**src/rtl/muldiv_sequencer.sv**
```systemverilog
// Multi-cycle HI/LO unit: fixed-latency multiply pipe plus
// 32-step restoring divider, with issue stall while busy.
`ifndef MUL_MTHI
`define MUL_MTHI  3'd0
`define MUL_MTLO  3'd1
`define MUL_MFHI  3'd2
`define MUL_MFLO  3'd3
`define MUL_MULT  3'd4
`define MUL_MULTU 3'd5
`define MUL_DIV   3'd6
`define MUL_DIVU  3'd7
`endif

module muldiv_sequencer #(
  parameter int MUL_LATENCY = 4,
  parameter int DIV_ITERS   = 32
) (
  input  logic        clk,
  input  logic        rst,
  input  logic        mul__active,
  input  logic [2:0]  mul__opcode,
  input  logic [31:0] rs_data,
  input  logic [31:0] rt_data,
  output logic [31:0] mul__rd_data,
  output logic        mul__stall,
  output logic        mul__busy
);

  localparam logic [1:0] S_IDLE = 2'd0;
  localparam logic [1:0] S_MUL  = 2'd1;
  localparam logic [1:0] S_DIV  = 2'd2;
  localparam logic [1:0] S_DFIX = 2'd3;

  logic [1:0]  state;
  logic [31:0] hi;
  logic [31:0] lo;
  logic [5:0]  cnt;
  logic [31:0] opa;
  logic [31:0] opb;
  logic [31:0] rem;
  logic        msign;
  logic        qsign;
  logic        rsign;

  logic        idle;
  logic        accept;
  logic [63:0] ext_a;
  logic [63:0] ext_b;
  logic [63:0] prod;
  logic [32:0] shifted;
  logic [33:0] trial;
  logic        fits;
  logic [31:0] abs_rs;
  logic [31:0] abs_rt;
  logic        div_signed;

  assign idle       = (state == S_IDLE);
  assign mul__busy  = ~idle;
  assign mul__stall = mul__active & ~idle;
  assign accept     = mul__active & idle;

  // Sign-extend (or zero-extend) latched operands; low 64 bits
  // of the product are the signed/unsigned result.
  assign ext_a = {{32{msign & opa[31]}}, opa};
  assign ext_b = {{32{msign & opb[31]}}, opb};
  assign prod  = ext_a * ext_b;

  // One restoring step: opa holds the quotient/dividend shift
  // register, opb the divisor, rem the partial remainder.
  assign shifted = {rem, opa[31]};
  assign trial   = {1'b0, shifted} - {2'b0, opb};
  assign fits    = ~trial[33];

  assign div_signed = (mul__opcode == `MUL_DIV);
  assign abs_rs = (div_signed & rs_data[31]) ? -rs_data : rs_data;
  assign abs_rt = (div_signed & rt_data[31]) ? -rt_data : rt_data;

  // MFHI/MFLO read port, zero unless a read is accepted now.
  always_comb begin
    mul__rd_data = 32'd0;
    if (accept && mul__opcode == `MUL_MFHI)
      mul__rd_data = hi;
    else if (accept && mul__opcode == `MUL_MFLO)
      mul__rd_data = lo;
  end

  // Sequencing FSM, HI/LO and operand/partial registers.
  always_ff @(posedge clk or posedge rst) begin
    if (rst) begin
      state <= S_IDLE;
      hi    <= 32'd0;
      lo    <= 32'd0;
      cnt   <= 6'd0;
      opa   <= 32'd0;
      opb   <= 32'd0;
      rem   <= 32'd0;
      msign <= 1'b0;
      qsign <= 1'b0;
      rsign <= 1'b0;
    end else begin
      unique case (state)
        S_IDLE: begin
          if (accept) begin
            case (mul__opcode)
              `MUL_MTHI: hi <= rs_data;
              `MUL_MTLO: lo <= rs_data;
              `MUL_MULT, `MUL_MULTU: begin
                opa   <= rs_data;
                opb   <= rt_data;
                msign <= (mul__opcode == `MUL_MULT);
                cnt   <= 6'd1;
                state <= S_MUL;
              end
              `MUL_DIV, `MUL_DIVU: begin
                opa   <= abs_rs;
                opb   <= abs_rt;
                rem   <= 32'd0;
                // Zero divisor: quotient stays all-ones and
                // remainder restores to the original rs.
                qsign <= div_signed & (rs_data[31] ^ rt_data[31])
                         & (rt_data != 32'd0);
                rsign <= div_signed & rs_data[31];
                cnt   <= 6'd0;
                state <= S_DIV;
              end
              default: ;
            endcase
          end
        end
        S_MUL: begin
          if (cnt == 6'(MUL_LATENCY)) begin
            hi    <= prod[63:32];
            lo    <= prod[31:0];
            state <= S_IDLE;
          end else begin
            cnt <= cnt + 6'd1;
          end
        end
        S_DIV: begin
          rem <= fits ? trial[31:0] : shifted[31:0];
          opa <= {opa[30:0], fits};
          cnt <= cnt + 6'd1;
          if (cnt == 6'(DIV_ITERS - 1))
            state <= S_DFIX;
        end
        S_DFIX: begin
          lo    <= qsign ? -opa : opa;
          hi    <= rsign ? -rem : rem;
          state <= S_IDLE;
        end
        default: state <= S_IDLE;
      endcase
    end
  end

endmodule
```
**config.mk**
```make
export PLATFORM = sky130hd
export DESIGN_NAME = muldiv_sequencer
export DESIGN_NICKNAME = d
export VERILOG_FILES = /design/src/rtl/muldiv_sequencer.sv
export SDC_FILE = /design/constraint.sdc
export NUM_CORES = 2
export LEC_CHECK = 0
export CAP_MARGIN = 10
export CELL_PAD_IN_SITES_DETAIL_PLACEMENT = 1
export CELL_PAD_IN_SITES_GLOBAL_PLACEMENT = 1
export CORE_AREA = 3 3 373 375
export CTS_CLUSTER_SIZE = 14
export DETAILED_ROUTE_END_ITERATION = 12
export DIE_AREA = 0 0 376 378
export HOLD_SLACK_MARGIN = 0.15
export PLACE_DENSITY_LB_ADDON = 0.12
export SLEW_MARGIN = 5
export SYNTH_ARGS = -nofsm -noshare
export SYNTH_HDL_FRONTEND = slang
export SYNTH_SLANG_ARGS = --single-unit
```
**constraint.sdc**
```tcl
create_clock -name clk -period 18.2 [get_ports clk]
set_input_delay 2.73 -clock clk [delete_from_list [all_inputs] [get_ports clk]]
set_output_delay 2.73 -clock clk [all_outputs]
set_load 0.02 [all_outputs]
```
Word-level counts from Yosys, hierarchy flattened
Index checks and enable logic that the tools add are counted.
Cells by class
  shifts and indexed selects: 0
  div/mod/pow operators: 0
  add/sub/neg operators: 6
  order comparisons: 0
  multipliers: 1
  reductions and logical operators: 20
  bitwise operators: 11
  eq/ne operators: 20
  muxes and demuxes: 31
Operators by type and width (number)
  $mux 32: 16
  $pmux 32 s2: 4
  $pmux 32 s3: 2
  $neg 32->32: 4
  $mul 33x33->64: 1
  $sub 33x32->34: 1
  $reduce_bool 32->1: 1
  $pmux 6 s3: 1
  $reduce_and 4->1: 4
  $reduce_and 3->1: 5
  $eq 3x3->1 const B: 4
  $mux 6: 2
  $pmux 6 s2: 1
  $and 1x1->1: 8
  $ne 2x1->1 const B: 4
  $pmux 2 s4: 1
  $add 6x1->6 const B: 1
  $eq 3x2->1 const B: 2
  $eq 6x3->1 const B: 1
  $eq 6x5->1 const B: 1
  $mux 2: 3
  $ne 2x2->1 const B: 3
  $reduce_bool 3->1: 2
  $eq 2x2->1 const B: 2
  11 further kinds: 15
Storage, ports and cells
  logic and storage cells: 99
  memories kept: 0
  bits of input ports: 70
  memory bits (read-only): 0
  bits in latches: 0
  output and inout bits: 34
  register bits after elaboration: 171
  bits in writable memories: 0

Longest topological paths before layout
  depth in word-level cells: 6
  depth in mapped cells: 31
  mapped depth without buffers: 28

Worst setup path before layout
Ideal clock, no wire load.
  path kind: register to register
  from: register opa[31]
  to: register hi[30]
  path slack: 10.364 ns
  arrival time: 7.754 ns
  path buffers: 2
  stages on the path, launching flop included: 27
  required time: 18.118 ns
  setup time: 0.082 ns
  period minus slack after synthesis: 7.836 ns
  cells stage by stage: dfrtp_1 > clkbuf_1 > clkbuf_1 > and3_1 > fa_1 > fa_1 > fa_1 > inv_1 > fa_1 > inv_1 > fa_1 > fa_1 > fa_1 > inv_1 > fa_1 > inv_1 > ha_1 > a21o_1 > a21o_1 > a21oi_1 > nand3_1 > a2111oi_0 > nor3_1 > a41oi_1 > o21ai_0 > a31o_2 > a31oi_1
On the way
  cells in the longest elaborated chain, start to end: 4
RTL lines
  start: declaration: line 38  | logic [31:0] opa;
  start signal: assignment: line 108  | opa <= rs_data;
  start signal: assignment: line 115  | opa <= abs_rs;
  start signal: assignment: line 141  | opa <= {opa[30:0], fits};
  $and 1x1->1: line 64  | assign ext_a = {{32{msign & opa[31]}}, opa};
  $mul 33x33->64 *: line 66  | assign prod = ext_a * ext_b;
  $mux 32 *: line 131  | if (cnt == 6'(MUL_LATENCY)) begin
  $pmux 32 s3 *: line 101  | unique case (state)
  end signal: assignment: line 105  | `MUL_MTHI: hi <= rs_data;
  end signal: assignment: line 132  | hi <= prod[63:32];
  end signal: assignment: line 148  | hi <= rsign ? -rem : rem;
  end: declaration: line 35  | logic [31:0] hi;
Every way passes the cells marked *; elsewhere a longest branch is shown, timed or not. The select of a mux whose other input is x is not followed.
A chain may end at the register's enable or synchronous reset.

Final worst setup path
  from: register opa[31]
  to: register hi[31]
Same word-level chain as after synthesis.

==> results.md <==
- Status: complete, no violations
- Die Span Y: about 380 um
- Input/output buffers: 103
- Vias in the first global route: approximately 44,000
- F_max: 104 MHz
- H-tree depth: 4
- Gpl congestion: around 0.9
- Clock Sinks: approximately 170
- Initial antenna violation count: 14
- Slew headroom: 0.228
- CTS tree: built
- Via density: roughly 5.3
- Initial core utilization: 0.371
- Final slew viol count: 0
- Vias: 39,600
- GR Util All Layers: 0.274
- CP Capture Type: flip-flop
- Mapped cell area: roughly 50,000 sq um
- Post-route minimum period: 9580 ps
- CP Class: reg -> reg
- Pre-antenna DRT Iters: 5
- Endpoints failing setup: 0
- Hold path start: hi[15]$_DFFE_PP0P_
- Top FF cell, synth: dfrtp_1
- RSZ-0062 raised after global routing: false
- DPL Wire Length: 147,000 um
- Slowest CP cell: fa_1
- WL per Instance: between 20 and 30 um
- Arrival @ worst endpoint: about 10000 ps
- Synth Area per Inst: just under 9 sq um
- Synthesized Nets: about 7,200
- Post-route ant nets: 0
- HP Class: reg -> reg
- Async SR Flop Fraction: 1.00
- # DRC: 0
- Commonest non-fill, non-tap cell in the layout: inv_1
- Most used cell, CP: fa_1
- Worst reg2reg startpoint: opa[31]$_DFFE_PP0P_
- Tightest Pin Transition: 1160 ps
- R2R setup slack: 8620 ps
- MaxCap Viol Count: 0
- Clock latency on the worst-skew pair: 510 ps
- Hold Path End: hi[15]$_DFFE_PP0P_
- Final period util: 0.526
- Nets: 7,095
- Post-cts resize count: 0
- Area of the die: about 140,000 sq um
- Cells after synthesis: 5,767
- Setup_tns: 0 ps
- GRT Residual Overflow: 0
- Routed WL: approximately 190,000 um
- Skew final: about 13 ps
- Slowest Stage Delay on Critical Path: about 920 ps
- Ratio of cells with drive above 1 in the final layout: 0.0315
- Clock transition at path regs: roughly 80 ps
- Synthesized flop and latch total: around 170
- Placeable Area: roughly 140,000 sq um
- Most frequent cells in the layout: inv_1 (1,189), fa_1 (1,126), nand2_1 (945)
- Iteration-0 DRC Markers: ~2,600
- CP max FO: 40
- CP startpoint kind: flip-flop
- Hold Path Cell Cnt: 2
- Yosys warnings: 0
- WP data required: 18,610 ps
- Die X: 376 um
- Clock root cell: clkbuf_16
- IO Count: around 100
- Fin. Hold Viols: 0
- Worst reg-to-reg path cell count: 28
- Max Root-Sink Buffers: 2
- Post-synth cell types: between 70 and 80
- Core Rows: approximately 140
- Global-route wire length before repair: about 290,000 um
- Num CTS Buffers: 17
- Area Overhead vs Synth: 6.83%
- Post-synthesis sequential area ratio: 0.0850
- Post-CTS Setup Bufs: 0
- RR Endpoint: hi[31]$_DFFE_PP0P_
- Hold buffers post-CTS: 0
- Largest net degree at the start of global routing: approximately 110
- Number of synthesized flops with an enable pin: 0
cell type report:
| class | count | area (sq um) |
|---|---|---|
| Antenna cell | 4 | 10.0 |
| Clock buffer | 19 | 453 |
| Multi-Input combinational cell | 4063 | 40400 |
| Fill cell | 15800 | 81900 |
| Timing Repair Buffer | 200 | 1750 |
| Tap cell | 1781 | 2230 |
| Clock inverter | 13 | 189 |
| Inverter | 1191 | 4480 |
| Sequential cell | 171 | 4290 |
state kept, by name (all words and copies together) (netlist names):
name   cells
opa       32
cnt        6
opb       32
hi        32
state      2
rsign      1
qsign      1
lo        32
rem       32
msign      1
through the flow:
step	setup slack [ps]	std cells	area, sq um	util	hold WS (ps)
after global placement	8860	7406	53100	0.392	461
final	8620	7442	53800	0.396	492
after detailed placement	8600	7406	53100	0.392	482
after global routing	8060	7438	53800	0.396	519
after CTS	8580	7438	53800	0.396	500
after floorplan	10360	5767	50300	-	448
worst max-delay path: cells and delay by family, from the launching register on:
family	cells	cell delay [ps]
AOI/OAI and AO/OA	8	1630
muxes	1	190
buffers and inverters	8	1580
adders and majority gates	9	4710
DFF	1	330
and+or+nand+nor	2	1020
cell families (layout without fill, tap and decap cells):
logic type | Yosys count | count (layout) | share of synthesized area
AO/OA/AOI/OAI | 666 | 666 | 0.0840
adder cells (fa/ha/maj) | 1381 | 1381 | 0.511
flip-flops | 171 | 171 | 0.0850
XOR/XNOR | 209 | 209 | 0.0364
AND/OR/NAND/NOR | 1745 | 1745 | 0.157
multiplexers | 62 | 62 | 0.0124
other | 0 | 4 | 0
buffers and inverters | 1533 | 1423 | 0.114
metal layers:
layer	share of wire	wire, um	vias up	GRT usage
met5	0.00015	29	-	0
met2	0.48	91400	904	0.461
met3	0.054	10300	156	0.0321
met4	0.026	4890	4	0.0653
li1	-	-	17100	-
met1	0.44	84600	21400	0.380
how the worst max path moves through the flow:
stage / end / slack (ps) / cells after the start / from
finish: hi[31]$_DFFE_PP0P_ / 8620 / 28 / opa[31]$_DFFE_PP0P_
floorplan: hi[30]$_DFFE_PP0P_ / 10360 / 26 / opa[31]$_DFFE_PP0P_
global placement: hi[31]$_DFFE_PP0P_ / 8860 / 28 / opa[31]$_DFFE_PP0P_
global route: hi[31]$_DFFE_PP0P_ / 8060 / 28 / opa[31]$_DFFE_PP0P_
detailed placement: hi[31]$_DFFE_PP0P_ / 8600 / 28 / opa[31]$_DFFE_PP0P_
CTS: hi[31]$_DFFE_PP0P_ / 8580 / 28 / opa[31]$_DFFE_PP0P_
synthesized netlist by cell type (all sizes together) (53+ instances only):
| cell | instances | share of area |
|---|---|---|
| a21o | 60 | 0.0089 |
| xnor2 | 144 | 0.025 |
| mux2i | 61 | 0.012 |
| nand2 | 946 | 0.071 |
| ha | 255 | 0.063 |
| clkbuf | 305 | 0.023 |
| xor2 | 65 | 0.011 |
| and2 | 306 | 0.038 |
| dfrtp | 171 | 0.085 |
| o21ai | 189 | 0.019 |
| inv | 1190 | 0.089 |
| a31oi | 53 | 0.0066 |
| a21oi | 165 | 0.016 |
| fa | 1126 | 0.45 |
| nor2 | 261 | 0.019 |
Power is left out: the tool's default activity adds up to more than one toggle a clock period on the data nets, which glitch-free logic cannot reach.
